### src/rtl/imm_pkg.sv
// Shared types, default widths and the fit helper for the immediate narrowing path.
package imm_pkg;

   localparam int unsigned DEF_IN_W  = 32;
   localparam int unsigned DEF_IMM_W = 15;
   localparam int unsigned DEF_CNT_W = 8;

   typedef logic [DEF_IMM_W-1:0] imm_t;
   typedef logic [DEF_IN_W-1:0]  word_t;

   // Largest positive and most negative immediates at the default width
   localparam imm_t IMM_MAX = {1'b0, {(DEF_IMM_W-1){1'b1}}};
   localparam imm_t IMM_MIN = {1'b1, {(DEF_IMM_W-1){1'b0}}};

   typedef enum logic {
      ST_EMPTY = 1'b0,
      ST_FULL  = 1'b1
   } state_t;

   // A word fits when every bit from the immediate sign bit upward agrees
   function automatic bit imm_fits(input word_t w);
      logic [DEF_IN_W-DEF_IMM_W:0] upper;
      upper = w[DEF_IN_W-1:DEF_IMM_W-1];
      return (&upper) || (~|upper);
   endfunction

endpackage

### src/rtl/imm_narrow_fit_check.sv
// Combinational fit detection and immediate selection for imm_narrow.
// IMM_NARROW_SATURATE_EN selects clamping of out-of-range values instead of truncation.
module imm_fit_check
   import imm_pkg::*;
#(
   parameter int unsigned IN_W  = DEF_IN_W,
   parameter int unsigned IMM_W = DEF_IMM_W
) (
   input  logic [IN_W-1:0]  i_data,
   output logic             o_fit_c,
   output logic [IMM_W-1:0] o_imm_c
);

   localparam int unsigned UP_W = IN_W - IMM_W + 1;

   logic [UP_W-1:0]  w_upper;
   logic             w_fit;
   logic [IMM_W-1:0] w_trunc;

   assign w_upper = i_data[IN_W-1:IMM_W-1];
   assign w_fit   = (&w_upper) | (~|w_upper);
   assign w_trunc = i_data[IMM_W-1:0];

`ifdef IMM_NARROW_SATURATE_EN
   logic [IMM_W-1:0] w_sat;

   // Clamp toward the sign of the original value
   assign w_sat   = i_data[IN_W-1] ? {1'b1, {(IMM_W-1){1'b0}}}
                                   : {1'b0, {(IMM_W-1){1'b1}}};
   assign o_imm_c = w_fit ? w_trunc : w_sat;
`else
   assign o_imm_c = w_trunc;
`endif

   assign o_fit_c = w_fit;

endmodule

### src/rtl/imm_narrow.sv
// Single-entry registered stage narrowing a signed word to a signed immediate,
// with a saturating overflow counter. Optional macro: IMM_NARROW_SATURATE_EN.
module imm_narrow
   import imm_pkg::*;
#(
   parameter int unsigned IN_W  = DEF_IN_W,
   parameter int unsigned IMM_W = DEF_IMM_W,
   parameter int unsigned CNT_W = DEF_CNT_W
) (
   input  logic             clk,
   input  logic             rst,
   input  logic             in_valid,
   output logic             in_ready,
   input  logic [IN_W-1:0]  in_data,
   output logic             out_valid,
   input  logic             out_ready,
   output logic [IMM_W-1:0] out_imm,
   output logic             out_fit,
   output logic [CNT_W-1:0] ovf_count,
   input  logic             ovf_clr
);

   localparam logic [CNT_W-1:0] CNT_MAX = {CNT_W{1'b1}};

   state_t           r_state;
   state_t           w_state_nxt;
   logic             w_out_valid;
   logic             w_in_ready;
   logic             w_accept;
   logic             w_xfer;
   logic             w_fit;
   logic [IMM_W-1:0] w_imm;
   logic [IMM_W-1:0] r_imm;
   logic             r_fit;
   logic [CNT_W-1:0] r_cnt;

   imm_fit_check #(
      .IN_W  (IN_W),
      .IMM_W (IMM_W)
   ) u_fit_check (
      .i_data  (in_data),
      .o_fit_c (w_fit),
      .o_imm_c (w_imm)
   );

   assign w_accept = in_valid && w_in_ready;
   assign w_xfer   = w_out_valid && out_ready;

   always_ff @(posedge clk) begin
      if (rst) begin
         r_state <= ST_EMPTY;
      end else begin
         r_state <= w_state_nxt;
      end
   end

   always_comb begin
      w_state_nxt = r_state;
      case (r_state)
         ST_EMPTY: if (w_accept) w_state_nxt = ST_FULL;
         ST_FULL: begin
            if (w_accept)    w_state_nxt = ST_FULL;
            else if (w_xfer) w_state_nxt = ST_EMPTY;
         end
         default: w_state_nxt = ST_EMPTY;
      endcase
   end

   // A full stage can still accept when its result leaves this same cycle
   always_comb begin
      w_out_valid = 1'b0;
      w_in_ready  = 1'b1;
      case (r_state)
         ST_FULL: begin
            w_out_valid = 1'b1;
            w_in_ready  = out_ready;
         end
         default: ;
      endcase
   end

   always_ff @(posedge clk) begin
      if (rst) begin
         r_imm <= '0;
         r_fit <= 1'b0;
      end else if (w_accept) begin
         r_imm <= w_imm;
         r_fit <= w_fit;
      end
   end

   // Clear beats a same-cycle increment; the count sticks at its maximum
   always_ff @(posedge clk) begin
      if (rst) begin
         r_cnt <= '0;
      end else if (ovf_clr) begin
         r_cnt <= '0;
      end else if (w_accept && !w_fit && (r_cnt != CNT_MAX)) begin
         r_cnt <= r_cnt + CNT_W'(1);
      end
   end

   assign out_valid = w_out_valid;
   assign in_ready  = w_in_ready;
   assign out_imm   = r_imm;
   assign out_fit   = r_fit;
   assign ovf_count = r_cnt;

endmodule
### config.mk
export PLATFORM = sky130hd
export DESIGN_NAME = imm_narrow
export DESIGN_NICKNAME = d
export VERILOG_FILES = /design/src/rtl/imm_pkg.sv /design/src/rtl/imm_narrow_fit_check.sv /design/src/rtl/imm_narrow.sv
export SDC_FILE = /design/constraint.sdc
export NUM_CORES = 1
export LEC_CHECK = 0
export ABC_CLOCK_PERIOD_IN_PS = 4800
export BUFFER_PORTS_ARGS = -buffer_cell sky130_fd_sc_hd__buf_4
export CORE_ASPECT_RATIO = 1.1
export CORE_MARGIN = 2
export CORE_UTILIZATION = 47
export DETAILED_ROUTE_END_ITERATION = 10
export PLACE_DENSITY = 0.83
export RECOVER_POWER = 25
export SLEW_MARGIN = 20
export SYNTH_ARGS = -nofsm -noshare
export SYNTH_HDL_FRONTEND = slang
export SYNTH_HIERARCHICAL = 1
export SYNTH_SLANG_ARGS = --single-unit
### constraint.sdc
create_clock -name clk -period 4.8 [get_ports clk]
set_input_delay 0.24 -clock clk [delete_from_list [all_inputs] [get_ports clk]]
set_output_delay 0.24 -clock clk [all_outputs]
set_load 0.01 [all_outputs]
==> flow_summary.yaml <==
clock_network:
  cts_tree: "done"
  htreeDepth: 1
  clkSinkCount: 25
  post_cts_buffers: 0
  root_buffer: "clkbuf_4"
  clk_path_buf_depth: 2
  hold_buffers: 0
  cts_buffers: 3
  path_clk_slew_ps: 130
  clk_latency_ps: 320
  cts-resized-gates: 0
timing:
  finalSetupViolCount: 0
  fin_tns_setup_ps: 0
  hold_viol_final: 0
  slew_headroom_pct: 61.6
  fin_skew_ps: 1.75
  tightest_slew_ps: 575
  whs_ps: 148
  rsz0062_at_grt: "false"
  fin_crit_ps: 1660
  post-route-period-util_pct: 34.6
  fmax_ghz: 0.602
  slew_viol_final: 0
routing:
  drc: 0
  wl_per_cell_um: 12.3
  drtIter0Drc: 17
  vias: 1196
  routed_wl_um: 2780
  drtAntennaViolNets: 0
  dr.pass1.iters: 4
  avgViaCountPerCell: 5.27
placed_design:
  io_buffers: 62
  gp_congestion: 0.789
  place_hpwl_um: 2160
  dpl_cell_area_um2: 1570
critical_path:
  crit_arrival_ps: 1890
  start_kind: "input port"
  reg2reg_slack_ps: 3140
  crit_top_cell: "nand2b_1"
  end_kind: "flip-flop"
  cpPeakStageDelay_ps: 530
  rr_startpoint: "ovf_count[0]"
  required_ps: 5030
  crit_chain: "buf_4, or4_1, nor3_2, nand4_1, o21ai_2, nand2b_1, nand2b_1, o311ai_0, o41ai_1"
  ff2ff_path_depth: 5
  r2r_end: "ovf_count[4]"
  cpMaxStageDelayCell: "or4_1"
  critPathMaxFanout: 6
  path_class: "input port to flip-flop"
final_layout:
  final_area_um2: 1550
  drive_above_1_share_pct: 30.1
  final_util_pct: 62.7
  syn_to_final_growth_pct: 28.7
  diodes: 0
  nets: 235
status:
  status: "finished, final reports clean"
synth:
  synth_top_area_cell: "dfxtp_1"
  synth_seq_cells: 25
  yosysTopAreaCellShare_pct: 41.5
  synthFlopType: "dfxtp_1"
  yosysSeqAreaShare_pct: 41.5
  netlist_instances: 151
  yosys_warnings: 6
  avgSynthCellArea_um2: 7.98
  synth_cell_types: 31
  synthesis.area_um2: 1200
  synth_edf_count: 0
  syn-num-nets: 189
  synth_area_leaders: "dfxtp_1 42%, nand2_1 11%, buf_4 10%, a21oi_1 7.9%, nand4_1 2.6%"
  async_flop_share_pct: 0
global_routing:
  gr-usage-met3_pct: 2.88
  grt_pass1_wl_um: 4580
  grt_pass1_vias: 1149
  grt_overflow: 0
  antenna_found_initial: 0
  track_usage_pct: 19.9
  globalRouteMet2Util_pct: 35.6
  grt_start_max_net_pins: 20
  grt_most_used_layer: "met2"
  met1_usage_pct: 23.5
floorplanning:
  coreArea_um2: 2470
  ios: 63
  die_h_um: 57.1
  die_area_um2: 2990
  std_cell_rows: 19
  initial_core_util_pct: 48.7
  die_w_um: 52.3
power:
  powerDensity_nw_per_um2: 242
  peakVddDrop_v: 0.000162
  swShare_pct: 25.1
  p_seq_share_pct: 58.7
  internal_power_uw: 281
  p_clk_share_pct: 24.6
  p_sw_uw: 94.3
  leakage_uw: 0.000642
  p_comb_share_pct: 16.7
  power.total_uw: 375
run:
  maxCapViolCount: 0
hold_path:
  min_to: "r_state"
  min_path_cells: 3
  min_path_type: "input port to flip-flop"
  worstHoldStart: "in_valid"
placed cells by master, fill, tap and decap left out, types with 2 or more instances in the layout:
cell type,Yosys,layout
nand2_1,35,35
o21ai_0,3,3
clkbuf_1,2,12
nor4_1,4,4
nor3_1,2,2
a21oi_1,19,19
nand2b_1,2,2
nand4_1,5,5
clkbuf_4,0,3
buf_4,16,51
or3_1,3,3
dfxtp_1,25,25
o41ai_1,3,3
nand3_1,4,4
o311ai_0,3,3
or4_1,2,2
inv_1,3,3
nor2_1,5,5
routing by layer:
layer,share of wire (%),vias to the layer above
met5,0,-
met4,2.0,0
met3,7.2,6
met2,50,50
met1,41,536
li1,-,604
state kept, by name, summed over array words and instances, names as in the netlist:
register and cells:
ovf_count 8, out_imm 15, out_fit 1, r_state 1
cells in the mapped netlist, drive strengths merged (4+ instances only):
cell   count
nor2       5
nor4       4
dfxtp     25
nand3      4
nand4      5
o21ai      4
or3        4
a21oi     19
buf       19
nand2     35
kinds of logic (layout without fill, tap and decap cells):
logic type | Yosys count | in the layout | share of synthesized area, %
AO/OA/AOI/OAI | 31 | 31 | 15.7
adder cells (fa/ha/maj) | 1 | 1 | 1.04
buffers and inverters | 24 | 69 | 12.7
flip-flops | 25 | 25 | 41.5
AND/OR/NAND/NOR | 70 | 70 | 29.1
final cells by class:
cell class                      instances  area, um2
Timing Repair Buffer                   62        424
Clock buffer                            4       26.3
Tap cell                               31       38.8
Multi-Input combinational cell        102        549
Fill cell                             227        922
Inverter                                3       11.3
Sequential cell                        25        500
through the flow:
stage	std cells	setup slack (ps)
2_1_floorplan	151	3060
3_3_place_gp	223	2860
3_5_place_dp	223	2800
4_1_cts	227	3130
5_1_grt	227	2940
6_report	227	3140
power by group through the flow:
| stage | clock network [uW] | registers [uW] | logic (uW) |
|---|---|---|---|
| final | 92.2 | 220 | 62.7 |
| after CTS | 94.4 | 221 | 67.2 |
| after global routing | 101 | 222 | 70.3 |
| after detailed placement | 0 | 225 | 67.0 |
| after global placement | 0 | 225 | 65.3 |
| after floorplan | 0 | 229 | 31.0 |
worst max-delay path: cells and delay by family:
family | cells | cell delay [ps]
AO/OA/AOI/OAI | 3 | 370
buffers and inverters | 1 | 110
AND/OR/NAND/NOR | 5 | 1170
worst max-delay path by stage:
| stage | end | cells past startpoint | slack, ps | from |
|---|---|---|---|---|
| 6_report | ovf_count[2] | 9 | 3140 | in_data[18] |
| 3_3_place_gp | ovf_count[2] | 9 | 2860 | in_data[18] |
| 3_5_place_dp | ovf_count[5] | 9 | 2800 | in_data[21] |
| 4_1_cts | ovf_count[4] | 5 | 3130 | ovf_count[0] |
| 2_1_floorplan | ovf_count[1] | 8 | 3060 | in_data[18] |
| 5_1_grt | out_imm[3] | 5 | 2940 | r_state |
Power figures use the tool's default switching activity.
